`src/rtl/pulse_rate_meter_pkg.sv`:
```
// Shared types and constants for the pulse rate meter.
// Holds the FSM state enum and the default gate length.
package pulse_rate_meter_pkg;

  // 250 ms at 50 MHz; also used by the 250 ms tick generator.
  localparam int unsigned T_GATE_DEFAULT = 12_500_000;

  typedef enum logic [1:0] {
    IDLE   = 2'd0,
    GATE   = 2'd1,
    REPORT = 2'd2
  } state_e;

endpackage

```
`src/rtl/pulse_rate_meter_sync.sv`:
```
// pulse_sync: 2-flop synchronizer, optional debounce, edge detect.
// Ports: clk, rst_n, pulse_i (async), edge_o (1-cycle strobe).
// Debounce is built when PULSE_RATE_METER_DEBOUNCE_EN is defined.
module pulse_sync #(
  parameter int DEB_CYC = 16
) (
  input  logic clk,
  input  logic rst_n,
  input  logic pulse_i,
  output logic edge_o
);

  logic s1_q, s2_q;
  logic prev_q, edge_q;
  logic lvl;

  if (DEB_CYC < 1) begin : g_bad_deb
    $error("DEB_CYC must be at least 1");
  end

  always_ff @(posedge clk or negedge rst_n) begin
    if (!rst_n) begin
      s1_q <= 1'b0;
      s2_q <= 1'b0;
    end else begin
      s1_q <= pulse_i;
      s2_q <= s1_q;
    end
  end

`ifdef PULSE_RATE_METER_DEBOUNCE_EN
  localparam int DW = $clog2(DEB_CYC + 1);

  logic          filt_q, filt_d;
  logic [DW-1:0] stab_q, stab_d;

  // Output follows s2 only after DEB_CYC equal samples in a row.
  always_comb begin
    filt_d = filt_q;
    stab_d = '0;
    if (s2_q != filt_q) begin
      if (stab_q == DW'(DEB_CYC - 1)) begin
        filt_d = s2_q;
      end else begin
        stab_d = stab_q + 1'b1;
      end
    end
  end

  always_ff @(posedge clk or negedge rst_n) begin
    if (!rst_n) begin
      filt_q <= 1'b0;
      stab_q <= '0;
    end else begin
      filt_q <= filt_d;
      stab_q <= stab_d;
    end
  end

  assign lvl = filt_q;
`else
  assign lvl = s2_q;
`endif

  always_ff @(posedge clk or negedge rst_n) begin
    if (!rst_n) begin
      prev_q <= 1'b0;
      edge_q <= 1'b0;
    end else begin
      prev_q <= lvl;
      edge_q <= lvl & ~prev_q;
    end
  end

  assign edge_o = edge_q;

endmodule

```
`src/rtl/pulse_rate_meter.sv`:
```
// Counts pulse_in rising edges over a T_GATE-cycle gate window.
// Ports: clk, rst_n, start, continuous, pulse_in -> rate,
//   rate_valid, overflow, busy. Macro: PULSE_RATE_METER_DEBOUNCE_EN.
module pulse_rate_meter
  import pulse_rate_meter_pkg::*;
#(
  parameter int unsigned T_GATE  = T_GATE_DEFAULT,
  parameter int          CNT_W   = 6,
  parameter int          DEB_CYC = 16
) (
  input  logic             clk,
  input  logic             rst_n,
  input  logic             start,
  input  logic             continuous,
  input  logic             pulse_in,
  output logic [CNT_W-1:0] rate,
  output logic             rate_valid,
  output logic             overflow,
  output logic             busy
);

  localparam int GW = (T_GATE > 1) ? $clog2(T_GATE) : 1;
  localparam logic [CNT_W-1:0] CMAX = '1;

  state_e           state_q, state_d;
  logic [GW-1:0]    gcnt_q, gcnt_d;
  logic [CNT_W-1:0] ecnt_q, ecnt_d;
  logic             eovf_q, eovf_d;
  logic [CNT_W-1:0] rate_q, rate_d;
  logic             ovf_q, ovf_d;
  logic             rv_q, rv_d;
  logic             edge_s;
  logic [CNT_W-1:0] win_cnt;
  logic             win_ovf;

  pulse_sync #(.DEB_CYC(DEB_CYC)) u_sync (
    .clk    (clk),
    .rst_n  (rst_n),
    .pulse_i(pulse_in),
    .edge_o (edge_s)
  );

  // Window totals including this cycle's edge, so the last
  // gate cycle's edge lands in the report.
  always_comb begin
    win_cnt = ecnt_q;
    win_ovf = eovf_q;
    if (edge_s) begin
      if (ecnt_q == CMAX) begin
        win_ovf = 1'b1;
      end else begin
        win_cnt = ecnt_q + 1'b1;
      end
    end
  end

  always_comb begin
    state_d = state_q;
    gcnt_d  = gcnt_q;
    ecnt_d  = ecnt_q;
    eovf_d  = eovf_q;
    rate_d  = rate_q;
    ovf_d   = ovf_q;
    rv_d    = 1'b0;
    unique case (state_q)
      IDLE: begin
        if (start) begin
          state_d = GATE;
          gcnt_d  = '0;
          ecnt_d  = '0;
          eovf_d  = 1'b0;
        end
      end
      GATE: begin
        ecnt_d = win_cnt;
        eovf_d = win_ovf;
        gcnt_d = gcnt_q + 1'b1;
        if (gcnt_q == GW'(T_GATE - 1)) begin
          state_d = REPORT;
          rate_d  = win_cnt;
          ovf_d   = win_ovf;
          rv_d    = 1'b1;
        end
      end
      REPORT: begin
        if (continuous) begin
          state_d = GATE;
          gcnt_d  = '0;
          ecnt_d  = '0;
          eovf_d  = 1'b0;
        end else begin
          state_d = IDLE;
        end
      end
      default: state_d = IDLE;
    endcase
  end

  always_ff @(posedge clk or negedge rst_n) begin
    if (!rst_n) begin
      state_q <= IDLE;
      gcnt_q  <= '0;
      ecnt_q  <= '0;
      eovf_q  <= 1'b0;
      rate_q  <= '0;
      ovf_q   <= 1'b0;
      rv_q    <= 1'b0;
    end else begin
      state_q <= state_d;
      gcnt_q  <= gcnt_d;
      ecnt_q  <= ecnt_d;
      eovf_q  <= eovf_d;
      rate_q  <= rate_d;
      ovf_q   <= ovf_d;
      rv_q    <= rv_d;
    end
  end

  assign rate       = rate_q;
  assign overflow   = ovf_q;
  assign rate_valid = rv_q;
  assign busy       = (state_q != IDLE);

endmodule

```
`config.mk`:
```
export PLATFORM = sky130hd
export DESIGN_NAME = pulse_rate_meter
export DESIGN_NICKNAME = d
export VERILOG_FILES = /design/src/rtl/pulse_rate_meter_pkg.sv /design/src/rtl/pulse_rate_meter_sync.sv /design/src/rtl/pulse_rate_meter.sv
export SDC_FILE = /design/constraint.sdc
export NUM_CORES = 1
export LEC_CHECK = 0
export ABC_AREA = 1
export BUFFER_PORTS_ARGS = -buffer_cell sky130_fd_sc_hd__buf_2
export CORE_MARGIN = 3
export CORE_UTILIZATION = 30
export CTS_BUF_LIST = sky130_fd_sc_hd__clkbuf_4
export DETAILED_ROUTE_END_ITERATION = 6
export HOLD_SLACK_MARGIN = 0.05
export SLEW_MARGIN = 30
export SYNTH_ARGS = -nofsm -noshare
export SYNTH_HDL_FRONTEND = slang
export SYNTH_HIERARCHICAL = 1
export SYNTH_SLANG_ARGS = --single-unit
```
`constraint.sdc`:
```
create_clock -name clk -period 1.6 [get_ports clk]
set_input_delay 0.24 -clock clk [delete_from_list [all_inputs] [get_ports clk]]
set_output_delay 0.24 -clock clk [all_outputs]
set_load 0.005 [all_outputs]
```
### Yosys cells after proc, flatten, opt, wreduce, memory -nomap -nowiden

Cells that the tools add are included.

| storage, ports and cells | value |
|---|---|
| flip-flop bits (word level) | 45 |
| output and inout port bits | 9 |

| cells by class | value |
|---|---|
| add/subtract/negate cells | 2 |
| equality and inequality tests | 7 |
| multiplexer cells | 19 |
| bitwise gates (word level) | 2 |
| reductions and logical operators | 6 |

Operators with widths:

| operator | count |
|---|---|
| case mux 24 bit (3 select lines) | 1 |
| two-way mux 24 bit | 2 |
| adder 24 x 1 -> 24 bit (second input constant) | 1 |
| equality test 24 bit (second input constant) | 1 |
| two-way mux 6 bit | 4 |
| case mux 6 bit (3 select lines) | 1 |
| two-way mux 1 bit | 7 |
| adder 6 x 1 -> 6 bit (second input constant) | 1 |
| equality test 6 bit (second input constant) | 1 |
| != test 2 bit (second input constant) | 3 |
| case mux 2 bit (3 select lines) | 1 |
| two-way mux 2 bit | 2 |
| AND reduction 2 bit | 2 |
| case mux 1 bit (3 select lines) | 1 |
| AND reduction 3 bit | 1 |
| nonzero test 3 bit | 1 |
| equality test 2 x 1 -> 1 bit (second input constant) | 1 |
| equality test 2 bit (second input constant) | 1 |
| zero test 2 bit | 1 |
| nonzero test 2 bit | 1 |
| AND 1 bit | 1 |
| inverter 1 bit | 1 |

### Logic depth before layout (Yosys ltp)

| logic depth | value |
|---|---|
| depth in word-level cells | 4 |
| gate-level depth with buffers | 10 |

### Modules after synthesis

The synthesis kept the hierarchy.

Modules (own cells, without submodules):

| module | instances | cells each | area each (um^2) | seq. area each (um^2) |
|---|---|---|---|---|
| pulse_rate_meter | 1 | 321 | 2392.3 | 1026.0 |
| pulse_sync | 1 | 6 | 110.1 | 100.1 |

### Worst setup path before layout

OpenSTA, ideal clock, no wires.

| timing path | value |
|---|---|
| path type | reg-to-reg |
| start point | reg gcnt_q[0] |
| end point | reg rate_q[2] (netlist: rate[2]) |
| library setup time | 118 ps |
| arrival time | 1231 ps |
| slack | 251 ps |
| cell stages (with the launch flop) | 9 |
| path buffers | 0 |
| clock period less this slack | 1349 ps |
| cell sequence | dfrtp_1 -> ha_1 -> nand2_2 -> nor2_1 -> nand3_1 -> nor2_4 -> nand2_4 -> nand2_1 -> nand2_1 |

| between the ends | value |
|---|---|
| cells in the longest elaborated chain, start to end | 2 |

RTL lines:

| item | line | RTL |
|---|---|---|
| start: declaration | pulse_rate_meter.sv:26 | `logic [GW-1:0] gcnt_q, gcnt_d;` |
| start signal: assignment | pulse_rate_meter.sv:110 | `gcnt_q <= gcnt_d;` |
| equality test 24 bit | pulse_rate_meter.sv:78 | `if (gcnt_q == GW'(T_GATE - 1)) begin` |
| AND reduction 2 bit (no line) | n/a |  |
| end signal: assignment | pulse_rate_meter.sv:113 | `rate_q <= rate_d;` |
| end: declaration | pulse_rate_meter.sv:29 | `logic [CNT_W-1:0] rate_q, rate_d;` |

No other way between the ends.
A chain may end at the register's enable or synchronous reset.

### Worst setup path after layout

| timing path | value |
|---|---|
| start point | reg gcnt_q[0] |
| end point | reg gcnt_q[20] |

| between the ends | value |
|---|---|
| cells in the longest elaborated chain, start to end | 2 |

RTL lines:

| item | line | RTL |
|---|---|---|
| adder 24 x 1 -> 24 bit | pulse_rate_meter.sv:77 | `gcnt_d = gcnt_q + 1'b1;` |
| case mux 24 bit (3 select lines) | pulse_rate_meter.sv:65 | `unique case (state_q)` |

No other way between the ends.

==> results.sh <==
export IMPL_status="completed"
export IMPL_min_path_type="in -> reg"
export IMPL_place_ws_ns=0.1043
export IMPL_period_minus_slack_ns=1.480
export IMPL_routabilityCongestion=0.8270
export IMPL_grt_pass1_vias=1914
export IMPL_arrival_ns=1.78
export IMPL_sw_frac_of_total_pct=30.35
export IMPL_timing_fmax_mhz=675.5
export IMPL_r2r_slack_ns=0.12
export IMPL_hold_depth=5
export IMPL_hp_start="start"
export IMPL_port_buffers=13
export IMPL_critPathLaunchType="register"
export IMPL_cts_root_buf="clkbuf_4"
export IMPL_track_usage_pct=11.38
export IMPL_min_to="rate[2]"
export IMPL_h_tree_depth=2
export IMPL_cts_buffers_inserted=5
export IMPL_dr_pass1_iters=4
export IMPL_tightest_slew_ns=0.3013
export IMPL_routed_wl_um=5167
export IMPL_r2r_start="gcnt_q[0]"
export IMPL_diodes=0
export IMPL_overflow=0
export IMPL_area_growth_pct=14.00
export IMPL_relSlewSlack_pct=79.76
export IMPL_combPwrFrac_pct=13.5
export IMPL_dieHeight_um=97.33
export IMPL_maxCapViolCount=0
export IMPL_endpoint_kind="register"
export IMPL_timing_rr_end="gcnt_q[20]"
export IMPL_synth_edff_count=0
export IMPL_boundaryPins=14
export IMPL_power_internal_mw=1.486
export IMPL_finalSetupViolCount=0
export IMPL_synth_seq_area_share_pct=45.00
export IMPL_die_area_um2=9473
export IMPL_clock_sinks=45
export IMPL_drv_slew=0
export IMPL_clk_pin_slew_ns=0.14
export IMPL_nNetsFinal=366
export IMPL_vdd_drop_max_mv=0.3033
export IMPL_setup_tns_ns=0
export IMPL_synth_ff_type="dfrtp_1"
export IMPL_dp_hpwl_um=3845
export IMPL_final_instance_count_excl_fill=462
export IMPL_ys_types=28
export IMPL_rsz0062_at_grt="true"
export IMPL_row_count=32
export IMPL_switchingPower_mw=0.6473
export IMPL_vias_per_cell=4.591
export IMPL_drtIter0Drc=88
export IMPL_start_util_pct=31.57
export IMPL_synth_common_cells="nand2_1 (96), dfrtp_1 (45), inv_1 (44)"
export IMPL_clock_latency_ns=0.36
export IMPL_async_flop_share_pct=100.0
export IMPL_fp_coreArea_um2=7928
export IMPL_avgSynthCellArea_um2=7.653
export IMPL_dieWidth_um=97.33
export IMPL_cts_tree="yes"
export IMPL_ys_seq_elements=45
export IMPL_wire_per_inst_um=11.18
export IMPL_power_mw=2.133
export IMPL_synthesis_area_um2=2502
export IMPL_fin_area_um2=2853
export IMPL_critPathKind="reg -> reg"
export IMPL_worstPathRequired_ns=1.90
export IMPL_syn_nets=334
export IMPL_fillers=814
export IMPL_seqPwrFrac_pct=59.9
export IMPL_vias=2121
export IMPL_setup_slack_ns=0.1196
export IMPL_drcViolationCount=0
export IMPL_power_leakage_nw=1.502
export IMPL_drive_gt1_share_pct=16.94
export IMPL_synth_area_top_cells="dfrtp_1 (45%), nand2_1 (14%), inv_1 (6.6%), nor2_1 (6.2%), nand3_1 (4.4%)"
export IMPL_grt_max_degree=46
export IMPL_netlist_area_leader_share_pct=45.00
export IMPL_path_max_fanout=10
export IMPL_power_share_clock_pct=26.6
export IMPL_hold_viol=0
export IMPL_timing_clock_skew_ns=0.01498
export IMPL_yosys_warnings=6
export IMPL_cts_path_max_buffers=2
export IMPL_synth_most_common_cell="nand2_1"
export IMPL_place_area_um2=2741
export IMPL_ant_nets=0
export IMPL_antenna_found_initial=0
export IMPL_synthCells=327
export IMPL_r2r_cells=9
export IMPL_dp_cells=448
export IMPL_grt_pass1_wl_um=8907
export IMPL_min_period_over_period_pct=92.52
export IMPL_power_density_nw_per_um2=747.7
export IMPL_synth_top_area_cell="dfrtp_1"
## what timing repair did
item	in CTS	in global routing
resized for setup	0	1
hold endpoints to repair	46	0
buffers inserted	0	4
setup endpoints to repair	0	19
hold buffers	2	0
## registers in the layout, summed over array words and instances, names as in the netlist
| name | cells |
|---|---|
| gcnt_q | 24 |
| rate_valid | 1 |
| overflow | 1 |
| state_q | 2 |
| u_sync/lvl | 1 |
| u_sync/s1_q | 1 |
| ecnt_q | 6 |
| rate | 6 |
| u_sync/edge_o | 1 |
| eovf_q | 1 |
| u_sync/prev_q | 1 |
## final cells by class
class	instances	area (um^2)	area share, %
multi-input cells	232	1162	40.75
flip-flops and latches	45	1126	39.47
repair buffers	29	202.7	7.105
inverters	46	175.2	6.140
well taps	102	127.6	4.474
clock buffers	5	37.54	1.316
clock inverters	3	21.27	0.7456
## cell families after synthesis
family,after synthesis,synth area share (%)
adders and majority gates,2,0.9998
DFF,45,45.00
buffers and inverters,50,8.650
and+or+nand+nor,198,37.75
xor gates and xnor gates,2,0.7001
AOI/OAI and AO/OA,30,6.901
## worst max path at each step
stage	from	endpoint	slack [ns]	cells after the start
finish	gcnt_q[0]	gcnt_q[20]	0.12	9
global route	state_q[0]	gcnt_q[20]	-0.008	10
CTS	gcnt_q[0]	gcnt_q[20]	0.07	9
detailed placement	gcnt_q[0]	gcnt_q[20]	0.10	9
global placement	gcnt_q[0]	rate[2]	0.16	8
floorplan	gcnt_q[0]	rate[2]	0.25	8
## worst max-delay path, stage by stage (launching register included)
cell     delay, ns
dfrtp_1       0.41
ha_1          0.20
nand2_2       0.10
nor2_2        0.12
nand2_2       0.12
nor2_8        0.20
nand3_2       0.08
nand2_1       0.07
inv_1         0.03
nor2_1        0.11
## placed cells by master (no fill, tap or decap), drive strengths merged
cell and instances:
nand3 26, xor2 2, o21a 3, nand4 10, a21oi 13, a211oi 1
dfrtp 45, and2 2, clkbuf 5, buf 27, dlygate4sd3 2, nand2 102
nor3 4, clkinv 2, o21ai 10, nor2 54, inv 47, ha 2
o22ai 1, a22o 2
## layer usage
metal  track usage [%]  vias to the layer above  share of wire (%)
li1                  -                     1096                  -
met1             15.55                      970                 47
met2             18.15                       49                 47
met3             2.154                        6                4.4
met4             3.834                        0                1.5
met5                 0                        -                  0
## power by group through the flow
stage          logic (mW)  clock network, mW  registers, mW
2_1_floorplan       0.205                  0           1.28
3_3_place_gp        0.281                  0           1.29
3_5_place_dp        0.287                  0           1.30
4_1_cts             0.294              0.597           1.28
5_1_grt             0.352              0.633           1.29
6_report            0.287              0.567           1.28
## metrics by stage
step / util, % / hold WS, ns
after floorplan: - / -0.05559
after global placement: 34.58 / 0.2407
after detailed placement: 34.58 / 0.2378
after CTS: 35.57 / 0.2755
after global routing: 35.98 / 0.2697
final: 35.98 / 0.2789
(Power assumes the default switching activity.)
